$ cat config.mk
export PLATFORM = sky130hd
export DESIGN_NAME = trap_ctrl
export DESIGN_NICKNAME = d
export VERILOG_FILES = /design/src/rtl/trap_ctrl.sv
export SDC_FILE = /design/constraint.sdc
export NUM_CORES = 1
export LEC_CHECK = 0
export BUFFER_PORTS_ARGS = -buffer_cell sky130_fd_sc_hd__buf_2
export CELL_PAD_IN_SITES_DETAIL_PLACEMENT = 1
export CELL_PAD_IN_SITES_GLOBAL_PLACEMENT = 1
export CORE_MARGIN = 2
export CORE_UTILIZATION = 44
export CTS_BUF_LIST = sky130_fd_sc_hd__clkbuf_4 sky130_fd_sc_hd__clkbuf_8 sky130_fd_sc_hd__clkbuf_16
export DETAILED_ROUTE_END_ITERATION = 10
export HOLD_SLACK_MARGIN = 0.1
export PLACE_DENSITY_LB_ADDON = 0.1
export SYNTH_ARGS = -nofsm -noshare
export SYNTH_HDL_FRONTEND = slang
export SYNTH_SLANG_ARGS = --single-unit
$ cat constraint.sdc
create_clock -name clk -period 3.8 [get_ports clk]
set_clock_uncertainty 0.2 [all_clocks]
set_input_delay 0.76 -clock clk [delete_from_list [all_inputs] [get_ports clk]]
set_output_delay 0.76 -clock clk [all_outputs]
set_load 0.05 [all_outputs]
$ cat src/rtl/trap_ctrl.sv
// trap_ctrl: trap/interrupt controller feeding the next-PC stage.
// Arbitrates EX exceptions, machine timer and trap-return into one
// registered request with a 3-bit cause, and tracks exception level.
// Ports:
//   clk, rstn               clock, synchronous active-low reset
//   pc_write                PC stage accepts the pending request
//   illegal_ex, ecall_ex    synchronous exceptions from EX
//   ret_ex                  trap-return in EX
//   ie                      global enable for the timer interrupt
//   cmp_we, cmp_wdata       mtimecmp write port
//   int_signal, int_pend    trap request and its cause
//   int_ret                 return request (next PC = EPC + 4)
//   exl_set                 exception level (in handler)
//   flush                   one-cycle pipeline flush on acceptance
//   mtime                   current timer value
module trap_ctrl #(
   parameter int unsigned PRESCALE = 16,
   parameter int unsigned TIMER_W  = 32
) (
   input  logic               clk,
   input  logic               rstn,
   input  logic               pc_write,
   input  logic               illegal_ex,
   input  logic               ecall_ex,
   input  logic               ret_ex,
   input  logic               ie,
   input  logic               cmp_we,
   input  logic [TIMER_W-1:0] cmp_wdata,
   output logic               int_signal,
   output logic [2:0]         int_pend,
   output logic               int_ret,
   output logic               exl_set,
   output logic               flush,
   output logic [TIMER_W-1:0] mtime
);

   localparam int unsigned PW = (PRESCALE > 1) ? $clog2(PRESCALE) : 1;
   localparam logic [PW-1:0] PS_LAST = PW'(PRESCALE - 1);

   localparam logic [2:0] C_NONE    = 3'b000;
   localparam logic [2:0] C_TIMER   = 3'b001;
   localparam logic [2:0] C_ILLEGAL = 3'b010;
   localparam logic [2:0] C_ECALL   = 3'b011;

   typedef enum logic [1:0] {
      S_RUN,
      S_TRAP,
      S_HANDLER,
      S_RET
   } state_t;

   state_t             state_q, state_d;
   logic [PW-1:0]      presc_q, presc_d;
   logic [TIMER_W-1:0] mtime_q, mtime_d;
   logic [TIMER_W-1:0] mtimecmp_q, mtimecmp_d;
   logic               int_signal_q, int_signal_d;
   logic [2:0]         int_pend_q, int_pend_d;
   logic               int_ret_q, int_ret_d;
   logic               exl_set_q, exl_set_d;
   logic               flush_q, flush_d;
   logic               timer_pend;

   // Level-sensitive: stays set until software moves mtimecmp.
   assign timer_pend = (mtime_q >= mtimecmp_q);

   always_comb begin
      state_d      = state_q;
      presc_d      = presc_q;
      mtime_d      = mtime_q;
      mtimecmp_d   = mtimecmp_q;
      int_signal_d = int_signal_q;
      int_pend_d   = int_pend_q;
      int_ret_d    = int_ret_q;
      exl_set_d    = exl_set_q;
      flush_d      = 1'b0;

      if (presc_q == PS_LAST) begin
         presc_d = '0;
         mtime_d = mtime_q + TIMER_W'(1);
      end else begin
         presc_d = presc_q + PW'(1);
      end

      if (cmp_we) begin
         mtimecmp_d = cmp_wdata;
      end

      case (state_q)
         S_RUN: begin
            // ret_ex is meaningless outside a handler and is dropped.
            if (illegal_ex) begin
               int_signal_d = 1'b1;
               int_pend_d   = C_ILLEGAL;
               state_d      = S_TRAP;
            end else if (ecall_ex) begin
               int_signal_d = 1'b1;
               int_pend_d   = C_ECALL;
               state_d      = S_TRAP;
            end else if (timer_pend && ie) begin
               int_signal_d = 1'b1;
               int_pend_d   = C_TIMER;
               state_d      = S_TRAP;
            end
         end
         S_TRAP: begin
            if (pc_write) begin
               int_signal_d = 1'b0;
               int_pend_d   = C_NONE;
               exl_set_d    = 1'b1;
               flush_d      = 1'b1;
               state_d      = S_HANDLER;
            end
         end
         S_HANDLER: begin
            // No nesting: exceptions and timer are masked here.
            if (ret_ex) begin
               int_ret_d = 1'b1;
               state_d   = S_RET;
            end
         end
         S_RET: begin
            if (pc_write) begin
               int_ret_d = 1'b0;
               exl_set_d = 1'b0;
               flush_d   = 1'b1;
               state_d   = S_RUN;
            end
         end
         default: begin
            state_d = S_RUN;
         end
      endcase
   end

   always_ff @(posedge clk) begin
      if (!rstn) begin
         state_q      <= S_RUN;
         presc_q      <= '0;
         mtime_q      <= '0;
         mtimecmp_q   <= '1;
         int_signal_q <= 1'b0;
         int_pend_q   <= C_NONE;
         int_ret_q    <= 1'b0;
         exl_set_q    <= 1'b0;
         flush_q      <= 1'b0;
      end else begin
         state_q      <= state_d;
         presc_q      <= presc_d;
         mtime_q      <= mtime_d;
         mtimecmp_q   <= mtimecmp_d;
         int_signal_q <= int_signal_d;
         int_pend_q   <= int_pend_d;
         int_ret_q    <= int_ret_d;
         exl_set_q    <= exl_set_d;
         flush_q      <= flush_d;
      end
   end

   assign int_signal = int_signal_q;
   assign int_pend   = int_pend_q;
   assign int_ret    = int_ret_q;
   assign exl_set    = exl_set_q;
   assign flush      = flush_q;
   assign mtime      = mtime_q;

endmodule

==> implementation parameters, run 1 <==
Parameter                              Value

Logic synthesis
  Post-Synthesis Cell Area    3928 µm²
  Cell types occupying the most area after synthesis    sky130_fd_sc_hd__dfxtp_1 39%, sky130_fd_sc_hd__ha_1 12%, sky130_fd_sc_hd__o211ai_1 5.9%
  Average cell area after synthesis    between 8 and 9 µm²
  Share of the synthesized area in the top cell type    38.74%
  Number of warnings printed during yosys synthesis    0
  Top flip-flop cell by instance count after synthesis    sky130_fd_sc_hd__dfxtp_1
  Adder and majority cell fraction of the synthesized area    12.11%
  Cells after Synth    450
  Number of different library cells in the post-synthesis netlist    45
  Largest family of logic cells by synthesized area    simple AND/OR/NAND/NOR gates
  Share of cell area taken by muxes after synthesis    1.019%
  Xor and xnor area share after synthesis    4.906%
  Simple-gate area share of the yosys netlist    22.08%
  Number of flops mapped to enable cells by yosys    0
  Compound-cell area share of the yosys netlist    about 15%
  Top-count cell post-synth    sky130_fd_sc_hd__dfxtp_1
  Ys async rst share    0%
  Share of synthesized area occupied by flip-flops and latches    about two fifths
  Area leader, netlist    sky130_fd_sc_hd__dfxtp_1
  Seq cells post-synth    76
  Total nets after synthesis    528
  Top post-synthesis cells by count    76 x sky130_fd_sc_hd__dfxtp_1, 59 x sky130_fd_sc_hd__nand2_1, 40 x sky130_fd_sc_hd__inv_1

CTS
  CTS tree    built
  Clock buffer depth    2
  Post-CTS Hold Buffers    0
  Clock Pin Slew Worst Setup and Hold Paths    0.09 ns
  Cts repair resizes    0
  Number of H-tree levels    3
  Number of buffers inserted during clock tree synthesis    9
  Insertion delay of the later-clocked pin in the worst-skew pair    0.35 ns
  Clock root buffer master    sky130_fd_sc_hd__clkbuf_8
  Number of setup buffers added after CTS    0
  Clock sinks    76

Floorplanning
  Count of pins on the block boundary    79
  Effective utilization at floorplan    45.26%
  Die X-Extent    between 90 and 100 µm
  Die extent in y    98.48 µm
  Standard cell core area    8678 µm²
  Area of the die    9698 µm²
  Number of cell rows    34

Power
  Pwr dens    419.8 nW/µm²
  Leak Pwr    approximately 0.0023 µW
  Peak ir drop on the vdd network    228.4 µV
  Design Power    1931 µW

Cells and area
  Fraction of final layout cells with drive strength greater than 1    just under 20%
  Count of fill cells added during filler insertion    1080
  Area of the multi-input gates    between 2000 and 2500 µm²
  Number of nets in the final layout    600
  Diode insertion count for antenna repair    0
  Area used by sequential logic in the layout    1521 µm²
  Syn-to-layout area delta    17.11%

STA
  Highest achievable clock rate    361.1 MHz
  Fin Setup TNS    0 ns
  Period utilization    72.88%
  Unrepaired setup endpoints after global routing    false
  Post-layout min period    2.769 ns
  Number of slew-limit violations in the final report    0
  Worst slew margin relative to its limit    60.38%
  Final number of hold-violating endpoints    0
  Slew at the pin closest to its max-slew limit    0.5889 ns
  # setup viols final    0

Critical path
  Terminus of the critical flop-to-flop path    state_q[0]
  Cell Chain, Critical Path    ha_1, nand4_1, nor4_1, nand4_1, o22ai_1, o221ai_1, mux2i_1
  Worst path max stage delay    slightly below 0.6 ns
  Worst setup slack for register-to-register paths    1.03 ns
  Crit path capture    state_q[0]
  Sort of element at the end of the critical path    register
  Startpoint kind of the worst setup timing path    register
  Arrival @ worst endpoint    2.79 ns
  Cell seen most often among critical-path stages    sky130_fd_sc_hd__nand4_1
  CP required    3.82 ns
  Startpoint-to-endpoint class of the critical path    reg -> reg
  Cell type of the slowest stage on the worst timing path    sky130_fd_sc_hd__nor4_1
  Logic depth of the worst register-to-register path    7
  Largest fanout on the critical path    6
  Critical path startpoint    mtime[29]
  Reg-to-reg critical path startpoint    mtime[29]

Status
  Status    completed

Placed design
  Buffers on Ports    77
  Global placer's final weighted congestion    0.7553
  Post-DP HPWL    6957 µm

Routing
  Vias after detailed routing    between 3000 and 4000
  Detailed-routing iteration count for the pre-antenna-repair pass    4
  Number of DRC violations after detailed routing    0
  Total routed wirelength    around 9500 µm
  First-iteration detailed-routing DRC count    80
  Via/cell ratio    5.325
  Wire length per cell after detailed routing    between 15 and 20 µm
  DRT antenna net count    0

Global route
  Initial antenna violation count    0
  Global-route wire length before repair    16180 µm
  Pin count of the biggest net entering global routing    80
  Global-route total usage across every layer    about a fifth
  Global route overflow    0
  Vias in the first global route    about 3400

Run
  Max-Cap Viols    0

Min path
  Worst hold-check path type    reg -> reg
[through the flow]
| step | cells | cell area (µm²) | hold WS, ns | worst slack [ns] | util (%) |
|---|---|---|---|---|---|
| global route | 634 | 4599 | 0.3098 | 0.8566 | 53.00 |
| global placement | 619 | 4404 | 0.2432 | 1.297 | 50.75 |
| detailed placement | 619 | 4404 | 0.2641 | 1.172 | 50.75 |
| floorplan | 450 | 3928 | 0.2299 | 1.156 | - |
| finish | 634 | 4599 | 0.2724 | 1.031 | 53.00 |
| CTS | 634 | 4599 | 0.2757 | 1.124 | 53.00 |
[placed cells by master, fill, tap and decap left out, types with 2 or more instances in the layout]
master                     instances
sky130_fd_sc_hd__a21boi_1         10
sky130_fd_sc_hd__a21o_1            2
sky130_fd_sc_hd__a21oi_1          17
sky130_fd_sc_hd__and2_1           21
sky130_fd_sc_hd__and3_1            3
sky130_fd_sc_hd__and4_1            3
sky130_fd_sc_hd__buf_2            77
sky130_fd_sc_hd__clkbuf_4          3
sky130_fd_sc_hd__clkbuf_8         10
sky130_fd_sc_hd__dfxtp_1          76
sky130_fd_sc_hd__ha_1             38
sky130_fd_sc_hd__inv_1            40
sky130_fd_sc_hd__mux2i_1           4
sky130_fd_sc_hd__nand2_1          59
sky130_fd_sc_hd__nand2b_1          3
sky130_fd_sc_hd__nand3_1          18
sky130_fd_sc_hd__nand4_1          11
sky130_fd_sc_hd__nor2_1           14
sky130_fd_sc_hd__nor2b_1           6
sky130_fd_sc_hd__nor3_1            2
sky130_fd_sc_hd__nor4_1            3
sky130_fd_sc_hd__nor4_4            2
sky130_fd_sc_hd__o211ai_1         31
sky130_fd_sc_hd__o21ai_0          17
sky130_fd_sc_hd__o22ai_1           2
sky130_fd_sc_hd__or3_1            10
sky130_fd_sc_hd__xnor2_1          14
sky130_fd_sc_hd__xor2_1            8
[power by group]
group          switching, µW  internal, µW  total [µW]  leakage [µW]
logic                    255           148         402       0.00157
clock network            298           340         638      0.000104
registers               33.4           857         890      0.000623
total                    586          1340        1930       0.00230
[final cells by class]
cell class	count	share of cell area, %
sequential	76	33.08
tap	108	2.938
clock inverter	2	0.7617
timing repair buffer	79	8.977
clock buffer	13	3.482
inverter	40	3.264
multi-input combinational	316	47.50
[critical path: cells and delay by family, from the launching register on]
| family | cells | cell delay [ns] |
|---|---|---|
| AND/OR/NAND/NOR | 3 | 0.96 |
| AO/OA/AOI/OAI | 2 | 0.61 |
| flip-flops | 1 | 0.37 |
| adder cells (fa/ha/maj) | 1 | 0.33 |
| multiplexers | 1 | 0.17 |
[worst min-delay path by stage]
stage,end,startpoint,depth (start not counted),slack (ns)
2_1_floorplan,presc_q[0],presc_q[0],1,0.23
3_3_place_gp,presc_q[0],presc_q[0],1,0.24
3_5_place_dp,presc_q[0],presc_q[0],1,0.26
4_1_cts,presc_q[0],presc_q[0],1,0.28
5_1_grt,mtimecmp_q[1],mtimecmp_q[1],2,0.31
6_report,presc_q[0],presc_q[0],1,0.27
[sequential cells by signal, indices dropped and copies added, names as in the netlist]
signal	flops
int_ret	1
state_q	2
int_signal	1
exl_set	1
int_pend	2
presc_q	4
mtime	32
mtimecmp_q	32
flush	1
[per-layer routing]
layer	wire length (µm)	global-route usage, %	part of all wire (%)	vias to the layer above
li1	-	-	-	1703
met1	4302	25.72	45	1603
met2	4677	35.01	49	57
met3	391	4.752	4.1	13
met4	170	5.901	1.8	0
met5	0	0	0	-
[kinds of logic (layout without fill, tap and decap cells)]
| kind of cell | after synthesis | in the layout |
|---|---|---|
| buffers and inverters | 58 | 134 |
| DFF | 76 | 76 |
| other | 1 | 1 |
| and+or+nand+nor | 161 | 161 |
| xor gates and xnor gates | 22 | 22 |
| AOI/OAI and AO/OA | 90 | 90 |
| adders and majority gates | 38 | 38 |
| muxes | 4 | 4 |
Note: power is estimated with default switching activity, not from simulation.
==> run 2: changes to the inputs <==
CORE_UTILIZATION = 41   (was 44)
clock period = 2.8 ns   (was 3.8 ns; I/O delays follow)
==> run 2 against run 1 <==
  * Core utilization decreased by 2.5 points
  * Combinational power grew 35%
  * Critical path depth is 1 higher
  * Routed wire length increased by 2.5%
  * Die area rose by 7.0%
  * Global-route usage shrank 0.68 points
  * Critical endpoint is now state_q[1]
  * Largest cell class unchanged
==> implementation parameters, run 2 (same netlist as run 1, synthesis figures left out) <==
Parameter                              Value

Global route
  Initial antenna violation count    0
  Vias in the first global route    3536
  Pin count of the biggest net entering global routing    80
  Global route overflow    0
  Global-route wire length before repair    approximately 16000 µm
  Global-route total usage across every layer    19.73%

Critical path
  Worst setup slack for register-to-register paths    ~0.24 ns
  Worst path max stage delay    0.41 ns
  Terminus of the critical flop-to-flop path    state_q[1]
  Cell family with most CP delay    compound AO/OA/AOI/OAI gates
  CP required    between 2 and 3 ns
  Startpoint kind of the worst setup timing path    register
  Arrival @ worst endpoint    approximately 2.6 ns
  Cell Chain, Critical Path    inv_1, ha_1, nand2b_1, a2111o_1, a31oi_1, o22ai_1, o221ai_1, mux2i_1
  Startpoint-to-endpoint class of the critical path    reg -> reg
  Reg-to-reg critical path startpoint    mtime[0]
  Largest fanout on the critical path    4
  Buffers & Inverters on Critical Path    1
  Cell type of the slowest stage on the worst timing path    sky130_fd_sc_hd__a2111o_1
  Sort of element at the end of the critical path    register
  Logic depth of the worst register-to-register path    8

Placed design
  Global placer's final weighted congestion    approximately 0.75
  Placed instance count    between 600 and 700
  Post-DP HPWL    7239 µm
  Buffers on Ports    just under 80

STA
  Slew at the pin closest to its max-slew limit    slightly above 0.6 ns
  Highest achievable clock rate    390.6 MHz
  Fin Setup TNS    0 ns
  Post-layout min period    approximately 2.6 ns
  Final number of hold-violating endpoints    0
  # setup viols final    0
  Unrepaired setup endpoints after global routing    false
  Worst slew margin relative to its limit    58.73%
  Period utilization    91.42%
  Fin Hold WS    0.2279 ns
  Number of slew-limit violations in the final report    0

Routing
  Total routed wirelength    9776 µm
  Via/cell ratio    5.182
  First-iteration detailed-routing DRC count    66
  DRT antenna net count    0
  Number of DRC violations after detailed routing    0
  Wire length per cell after detailed routing    14.79 µm
  Detailed-routing iteration count for the pre-antenna-repair pass    5
  Vias after detailed routing    between 3000 and 4000

Cells and area
  Most common library cell in the layout ignoring fill and taps    sky130_fd_sc_hd__buf_2
  Top library cells by usage in the layout, fill and taps aside    77 x sky130_fd_sc_hd__buf_2, 76 x sky130_fd_sc_hd__dfxtp_1, 59 x sky130_fd_sc_hd__nand2_1
  Diode insertion count for antenna repair    0
  Number of nets in the final layout    roughly 600
  Syn-to-layout area delta    19.27%
  Final cell count without fillers    661
  Fraction of final layout cells with drive strength greater than 1    roughly a fifth

CTS
  Number of setup buffers added after CTS    0
  Clock root buffer master    sky130_fd_sc_hd__clkbuf_8
  CTS tree    built
  Clock Pin Slew Worst Setup and Hold Paths    ~0.08 ns
  Number of buffers inserted during clock tree synthesis    9
  Insertion delay of the later-clocked pin in the worst-skew pair    ~0.34 ns
  Clock sinks    76
  Number of H-tree levels    3
  Clock buffer depth    2

Min path
  Min-delay src    cmp_wdata[8]
  Count of cells along the worst hold path    3
  Endpoint, Worst Hold    mtimecmp_q[8]
  Worst hold-check path type    in -> reg

Floorplanning
  Standard cell core area    9284 µm²
  Area of the die    10380 µm²
  Count of pins on the block boundary    79
  Number of cell rows    35
  Die X-Extent    101.9 µm
  Effective utilization at floorplan    42.30%
  Die extent in y    101.9 µm

Run
  Max-Cap Viols    0

Power
  Leak Pwr    0.002331 µW
  Pwr dens    551.1 nW/µm²
  Peak ir drop on the vdd network    approximately 260 µV

Status
  Status    completed
run 2: power breakdown:
| part | internal [µW] | switching [µW] |
|---|---|---|
| clock network | 427 | 406 |
| logic | 201 | 341 |
| registers | 1160 | 44.6 |
run 2: routing by layer:
| metal | vias to the layer above | part of all wire, % | track usage (%) |
|---|---|---|---|
| met5 | - | 0 | 0 |
| met4 | 0 | 0.93 | 4.615 |
| met3 | 9 | 3.6 | 4.172 |
| met2 | 55 | 51 | 35.78 |
| met1 | 1648 | 45 | 23.90 |
| li1 | 1713 | - | - |
run 2: how the worst max path moves through the flow:
stage               startpoint         end  slack (ns)  depth (start not counted)
global placement      mtime[0]  state_q[0]        0.32                          8
detailed placement   mtime[23]  state_q[1]        0.13                          7
CTS                  mtime[23]  state_q[1]        0.12                          7
global route         mtime[27]  state_q[0]       0.007                          7
finish                mtime[0]  state_q[1]        0.24                          8
floorplan             mtime[0]  int_signal        0.16                          8
run 2: worst reg2reg max path: cells and delay by family, from the launching register on:
kind                     cells  cell delay [ns]
AO/OA/AOI/OAI                4             1.16
flip-flops                   1             0.39
buffers and inverters        1             0.09
multiplexers                 1             0.21
adder cells (fa/ha/maj)      1             0.29
AND/OR/NAND/NOR              1             0.15
run 2: what timing repair did:
action | CTS | global route
resized for setup | 0 | 1
endpoints found under the setup margin | 0 | 5
hold buffers | 0 | 0
hold endpoints to repair | 0 | 0
run 2: final cells by class:
cell class / count / area, µm²
Inverter: 40 / 150.1
Timing Repair Buffer: 85 / 470.5
Clock inverter: 5 / 52.55
Sequential cell: 76 / 1521
Clock buffer: 10 / 137.6
Tap cell: 129 / 161.4
Fill cell: 1137 / 4599
Multi-Input combinational cell: 316 / 2191
run 2: metrics by stage:
step                utilization [%]  instance area, µm²  setup slack, ns  power [µW]
finish                        50.46                4684           0.2401        2582
global route                  50.46                4684         0.007108        2736
CTS                           50.39                4678           0.1210        2618
detailed placement            48.34                4488           0.1328        1779
global placement              48.34                4488           0.3214        1758
floorplan                         -                3928           0.1558        1631
